==> src/rtl/fmap_pingpong_ram.sv <==
// Double-buffered feature-map store: a raster byte stream fills one bank while the other
// presents a complete frame as a flat word. Optional macro: FMAP_ZERO_ON_RELEASE_EN.
module fmap_pingpong_ram #(
    parameter int unsigned H  = 8,
    parameter int unsigned W  = 8,
    parameter int unsigned C  = 1,
    parameter int unsigned DW = 8,
    localparam int unsigned N  = H * W * C,
    localparam int unsigned AW = (N > 1) ? $clog2(N) : 1
) (
    input  logic            clk,
    input  logic            rst,
    input  logic            in_valid,
    output logic            in_ready,
    input  logic [DW-1:0]   in_data,
    input  logic            wr_flush,
    output logic [AW-1:0]   wr_ptr,
    output logic            out_valid,
    output logic            out_bank,
    output logic [N*DW-1:0] dout,
    input  logic            rd_done
);

    logic [DW-1:0] mem [2][N];
    logic [1:0]    full;
    logic [1:0]    full_nxt;
    logic          wbank;
    logic          rbank;
    logic [AW-1:0] waddr;
    logic          wr_acc;
    logic          rel;
    logic          last;

    // Status is decoded from registers only, so in_ready never depends on inputs.
    assign in_ready  = ~full[wbank];
    assign out_valid = full[rbank];
    assign out_bank  = rbank;
    assign wr_ptr    = waddr;

    assign wr_acc = in_valid & ~full[wbank] & ~wr_flush;
    assign rel    = rd_done & full[rbank];
    assign last   = (waddr == AW'(N - 1));

    // Completion and release hit different banks, so both may apply on one edge.
    always_comb begin
        full_nxt = full;
        if (wr_acc && last) full_nxt[wbank] = 1'b1;
        if (rel)            full_nxt[rbank] = 1'b0;
    end

    always_ff @(posedge clk or posedge rst) begin
        if (rst) begin
            full  <= 2'b00;
            wbank <= 1'b0;
            rbank <= 1'b0;
            waddr <= '0;
        end else begin
            full <= full_nxt;
            if (wr_flush) begin
                waddr <= '0;
            end else if (wr_acc) begin
                if (last) begin
                    waddr <= '0;
                    wbank <= ~wbank;
                end else begin
                    waddr <= waddr + AW'(1);
                end
            end
            if (rel) rbank <= ~rbank;
        end
    end

    // Storage array is intentionally not reset.
    always_ff @(posedge clk) begin
        if (wr_acc) mem[wbank][waddr] <= in_data;
`ifdef FMAP_ZERO_ON_RELEASE_EN
        if (rel) begin
            for (int i = 0; i < int'(N); i++) mem[rbank][i] <= '0;
        end
`endif
    end

    always_comb begin
        dout = '0;
        for (int i = 0; i < int'(N); i++) dout[i*DW +: DW] = mem[rbank][i];
    end

endmodule

==> config.mk <==
export PLATFORM = sky130hd
export DESIGN_NAME = fmap_pingpong_ram
export DESIGN_NICKNAME = d
export VERILOG_FILES = /design/src/rtl/fmap_pingpong_ram.sv
export SDC_FILE = /design/constraint.sdc
export NUM_CORES = 1
export LEC_CHECK = 0
export CAP_MARGIN = 5
export CORE_MARGIN = 2
export CORE_UTILIZATION = 45
export DETAILED_ROUTE_END_ITERATION = 16
export PLACE_DENSITY = 0.72
export SKIP_LAST_GASP = 1
export SLEW_MARGIN = 10
export SYNTH_ARGS = -nofsm -noshare
export SYNTH_HDL_FRONTEND = slang
export SYNTH_SLANG_ARGS = --single-unit
export TNS_END_PERCENT = 5
==> constraint.sdc <==
create_clock -name clk -period 2.95 [get_ports clk]
set_input_delay 0.59 -clock clk [delete_from_list [all_inputs] [get_ports clk]]
set_output_delay 0.59 -clock clk [all_outputs]
set_load 0.01 [all_outputs]
# Yosys cells after proc, flatten, opt, wreduce, memory -nomap -nowiden
# Memory sizes are Yosys's and may differ from the RTL's.
# Cells that the tools add are included.
# Widths: inputs -> output; s select.
dict set report op_classes {
  n_lt_le_gt_ge 6
  n_eq_ne 1
  bitwise_logic 11
  mux 17
  mul 0
  addsub 1
  div_mod_pow 0
  n_shift 0
  reduce_logical 6
}
# cell n
set ops {}
lappend ops {{$mux 512} 1}
lappend ops {{$demux 8 s6} 1}
lappend ops {{$mux 6} 3}
lappend ops {{$mux 8} 1}
lappend ops {{$ge 7x7->1 const B} 1}
lappend ops {{$lt 7x1->1 const B} 1}
lappend ops {{$mux 1} 7}
lappend ops {{$not 6->7} 1}
lappend ops {{$add 6x1->6 const B} 1}
lappend ops {{$eq 6x6->1 const B} 1}
lappend ops {{$logic_and 1x1->1} 4}
lappend ops {{$lt 1x2->1 const B} 2}
lappend ops {{$mux 2} 2}
lappend ops {{$not 1->1} 4}
lappend ops {{$and 1x1->1} 3}
lappend ops {{$reduce_and 3->1} 1}
lappend ops {{$and 2x2->2} 1}
lappend ops {{$demux 1 s1} 2}
lappend ops {{$ge 1x1->1 const B} 2}
lappend ops {{$not 2->2} 1}
lappend ops {{$or 2x2->2} 1}
lappend ops {{$reduce_bool 2->1} 1}
dict set report word_totals {
  n_memories 1
  ram_bits 1024
  register_bits 10
  mem_bits_ro 0
  latch_bits 0
}
# name words width read_ports rd_clocked_by_memory_dff wr line
set mem_list {}
lappend mem_list {mem 2 512 1 0 1 24} ;# logic [DW-1:0] mem [2][N];

# Logic depth before layout (Yosys ltp)
dict set report depth {
  word_depth 9
  ltp_mapped 7
  mapped_depth_nobuf 4
}

# Worst setup path before layout
# Ideal clock, no wire load.
dict set report synth_path {
  path_type {register to register}
  startpoint {reg wbank}
  endpoint {mem mem[0][0] (netlist name) (enable)}
  n_path_buf 1
  setup_time_ns 0.395
  stages_incl_launch_ff 6
  arrival_time_ns 1.988
  setup_slack_ns 0.567
  period_less_slack_ns 2.383
  path_cell_list {dfrtp_1 mux2_4 inv_2 buf_6 nand2_1 nor4_1}
}
dict set report synth_between {
  elab_chain_cells 7
}
# item line
set synth_rtl {}
lappend synth_rtl {{start, declared} 27} ;# logic wbank;
lappend synth_rtl {{start signal, assigned} 64} ;# wbank <= ~wbank;
lappend synth_rtl {{$mux 1 (2 in series)} n/a}
lappend synth_rtl {{$not 1->1} n/a}
lappend synth_rtl {{named net in_ready} 14} ;# output logic in_ready,
lappend synth_rtl {{$and 1x1->1 (2 in series)} 40} ;# assign wr_acc = in_valid & ~full[wbank] & ~wr_flush;
lappend synth_rtl {{$mux 1} 75} ;# if (wr_acc) mem[wbank][waddr] <= in_data;
lappend synth_rtl {{$mux 512 (not written as such)} 75}
lappend synth_rtl {{end, declared} 24}
# The timed path passes the listed nets, and every way through them passes these cells. The select of a mux whose other input is x is not followed.

# Worst setup path in the final report
dict set report layout_path {
  startpoint {reg rbank (netlist: out_bank)}
  endpoint {out dout[25]}
}
dict set report layout_between {
  elab_chain_cells 1
}
# item line
set layout_rtl {}
lappend layout_rtl {{start, declared} 28} ;# logic rbank;
lappend layout_rtl {{start signal, assigned} 69} ;# if (rel) rbank <= ~rbank;
lappend layout_rtl {{$mem_v2 2x512} n/a}
lappend layout_rtl {{end, declared} 20} ;# output logic [N*DW-1:0] dout,
# Every way passes these cells.

==> results.cfg <==
[drt]
first_pass_iters = 7
wirelength_um = 98500
ant_nets = 0
routedWlPerCell_um = 25.9
detailroute.via_count = 19700
viasPerCell = 5.16
drt_iter0_markers = 1529
drc_errors = 0

[timing]
fin_crit_ps = 3170
fmax_mhz = 316
maxSlewHeadroom = 0.444
worst_slew_pin_slew_ps = 832
finClkSkew_ps = 32.6
hold_viol = 0
setup_viol = 493
setup_ws_ps = -217
whs_ps = 281
rsz0062_at_grt = yes
slew_viol_final = 0
fin_crit_sh = 1.07

[critical_path]
path_buf_inv = 3
critPathMaxFanout = 20
crit_path_end_kind = output port
worstPathCellList = buf_4 > bufbuf_16 > mux2_2 > clkdlybuf4s50_1
r2r_slack_ps = 120
required_ps = 2360
start_kind = register
crit_family = buffers and inverters
slowest_stage = clkdlybuf4s50_1
critPathKind = reg -> out
cpPeakStageDelay_ps = 560
crit_arrival_ps = 2580

[finish]
layout.cells.most_common_list = 1024 x edfxtp_1, 514 x mux2_2, 505 x clkdlybuf4s50_1, 169 x buf_4, 130 x nor2_1
drive_above_1_share = 0.331
multiInputGateArea_um2 = 6800
n_antenna_cell = 0
final_util = 0.599
mostFrequentLayoutCell = edfxtp_1
register_area_um2 = 31000
nets = 2603
syn2layout_area_growth_pct = 31.4
fillers = 5983

[outcome]
status = complete, but fails checks
violations = setup timing

[global_route]
grt_util_all_layers = 0.221
grt_max_degree = 129
antenna_found_initial = 2
grt_pass1_vias = 20200
grt_pass1_wl_um = 139000
grt_overflow = 0

[floorplan]
die-area_um2 = 87200
fp.dieW_um = 295
die_h_um = 295
rows = 106
core_area_um2 = 83800
start_util = 0.456
pin_count = 534

[synthesis]
syn_inst = 1831
ys_ff_latch = 1034
yosys_most_used_dff = edfxtp_1
yosysSeqAreaShare = 0.812
netlist_area_um2 = 38200
mappedNetlistNets = 1845
ys_types = 32
yosysTopAreaCellShare = 0.805
syn_area_per_cell_um2 = 20.9
synth_edf_count = 1024
yosys_warnings = 0
async_flop_share = 0.00967
yosys.area.top_type = edfxtp_1
netlist_top_cells_area = edfxtp_1 81%, mux2_2 15%, nor2_1 1.3%, buf_2 0.84%, dfrtp_1 0.66%

[clocking]
insertion_delay_ps = 660
cts.path.max_buffers = 3
cts_buffers = 103
cts_root_buf = clkbuf_16
numClockSinks = 1034
postCtsHoldBufs = 0
cts_tree = built
cts-htree-levels = 3
clk_pin_slew_worst_paths_ps = 70

[place]
globalplace.congestion = 0.835
dp_hpwl_um = 61400
buffer_ports.inserted = 533

[power]
p_leak_nw = 16.8
design_power_total_mw = 33.2
peakVddDrop_v = 0.000548
power_density_nw_per_um2 = 661

[run]
drv_cap = 0

[hold_path]
hold_class = in -> async
layer usage:
| metal | vias up | routed length, um | track usage |
|---|---|---|---|
| met2 | 756 | 47900 | 0.364 |
| met5 | - | 12 | 0 |
| met3 | 103 | 8310 | 0.0620 |
| met4 | 2 | 1570 | 0.0516 |
| met1 | 10100 | 40800 | 0.293 |
| li1 | 8703 | - | - |
kinds of logic after synthesis:
logic type	after synthesis	synth area share
buffers and inverters	81	0.0105
adder cells (fa/ha/maj)	1	0.000328
AO/OA/AOI/OAI	17	0.00256
AND/OR/NAND/NOR	182	0.0229
XOR/XNOR	1	0.000229
flip-flops	1034	0.812
multiplexers	515	0.152
area by class of cell:
type,instances,share of cell area
Sequential cell,1034,0.618
Tap cell,1134,0.0283
Inverter,6,0.000449
Timing Repair Buffer,728,0.146
Clock buffer,115,0.0527
Clock inverter,77,0.0197
Multi-Input combinational cell,716,0.135
worst register-to-register path: stages (launching register included):
cell and delay [ps]:
dfrtp_1 610, nor2b_1 510, nand2_1 530, nor2_1 640, buf_4 270
power breakdown:
group | switching [mW] | internal, mW
combinational | 1.52 | 1.66
clock | 5.54 | 8.27
sequential | 0.0196 | 16.2
total | 7.08 | 26.1
timing repair:
item | CTS | global route
pin swaps | 0 | 0
setup buffers | 4 | 1
endpoints found under the setup margin | 503 | 514
cloned | 4 | 3
gates resized for setup | 20 | 14
final timing paths:
check                      startpoint     endpoint  cells past startpoint
max                          out_bank     dout[25]                      4
min                               rst    wr_ptr[3]                      2
max reg2reg                 wr_ptr[5]  mem[0][235]                      4
min reg2reg                   full[1]     out_bank                      1
max in group asynchronous         rst     out_bank                      2
min in group clk           in_data[4]  mem[1][132]                      1
through the flow:
step           TNS, ps  std cells  setup WS [ps]  instance area (um2)
6_report        -66320       3810           -217                50200
5_1_grt        -101780       3810           -292                50200
4_1_cts         -90310       3806           -264                50100
3_5_place_dp         0       3606           79.7                46200
3_3_place_gp         0       3606           42.8                46200
2_1_floorplan        0       1831            567                38200
flip-flops by register name, summed over array words and instances (netlist names):
register and cells:
full 2, mem 1024, out_bank 1, wbank 1, wr_ptr 6
Yosys cell counts, types with 4 or more instances:
master    number
nand3_1       10
edfxtp_1    1024
nand4_1        4
dfrtp_1       10
inv_1          5
clkbuf_1       8
nor2_1       130
nand4b_4       4
a21oi_1        5
buf_2         64
nor2b_1        8
nand2_1       15
o21ai_0        5
mux2_2       514
No activity file was read; power rests on OpenSTA's default activity.
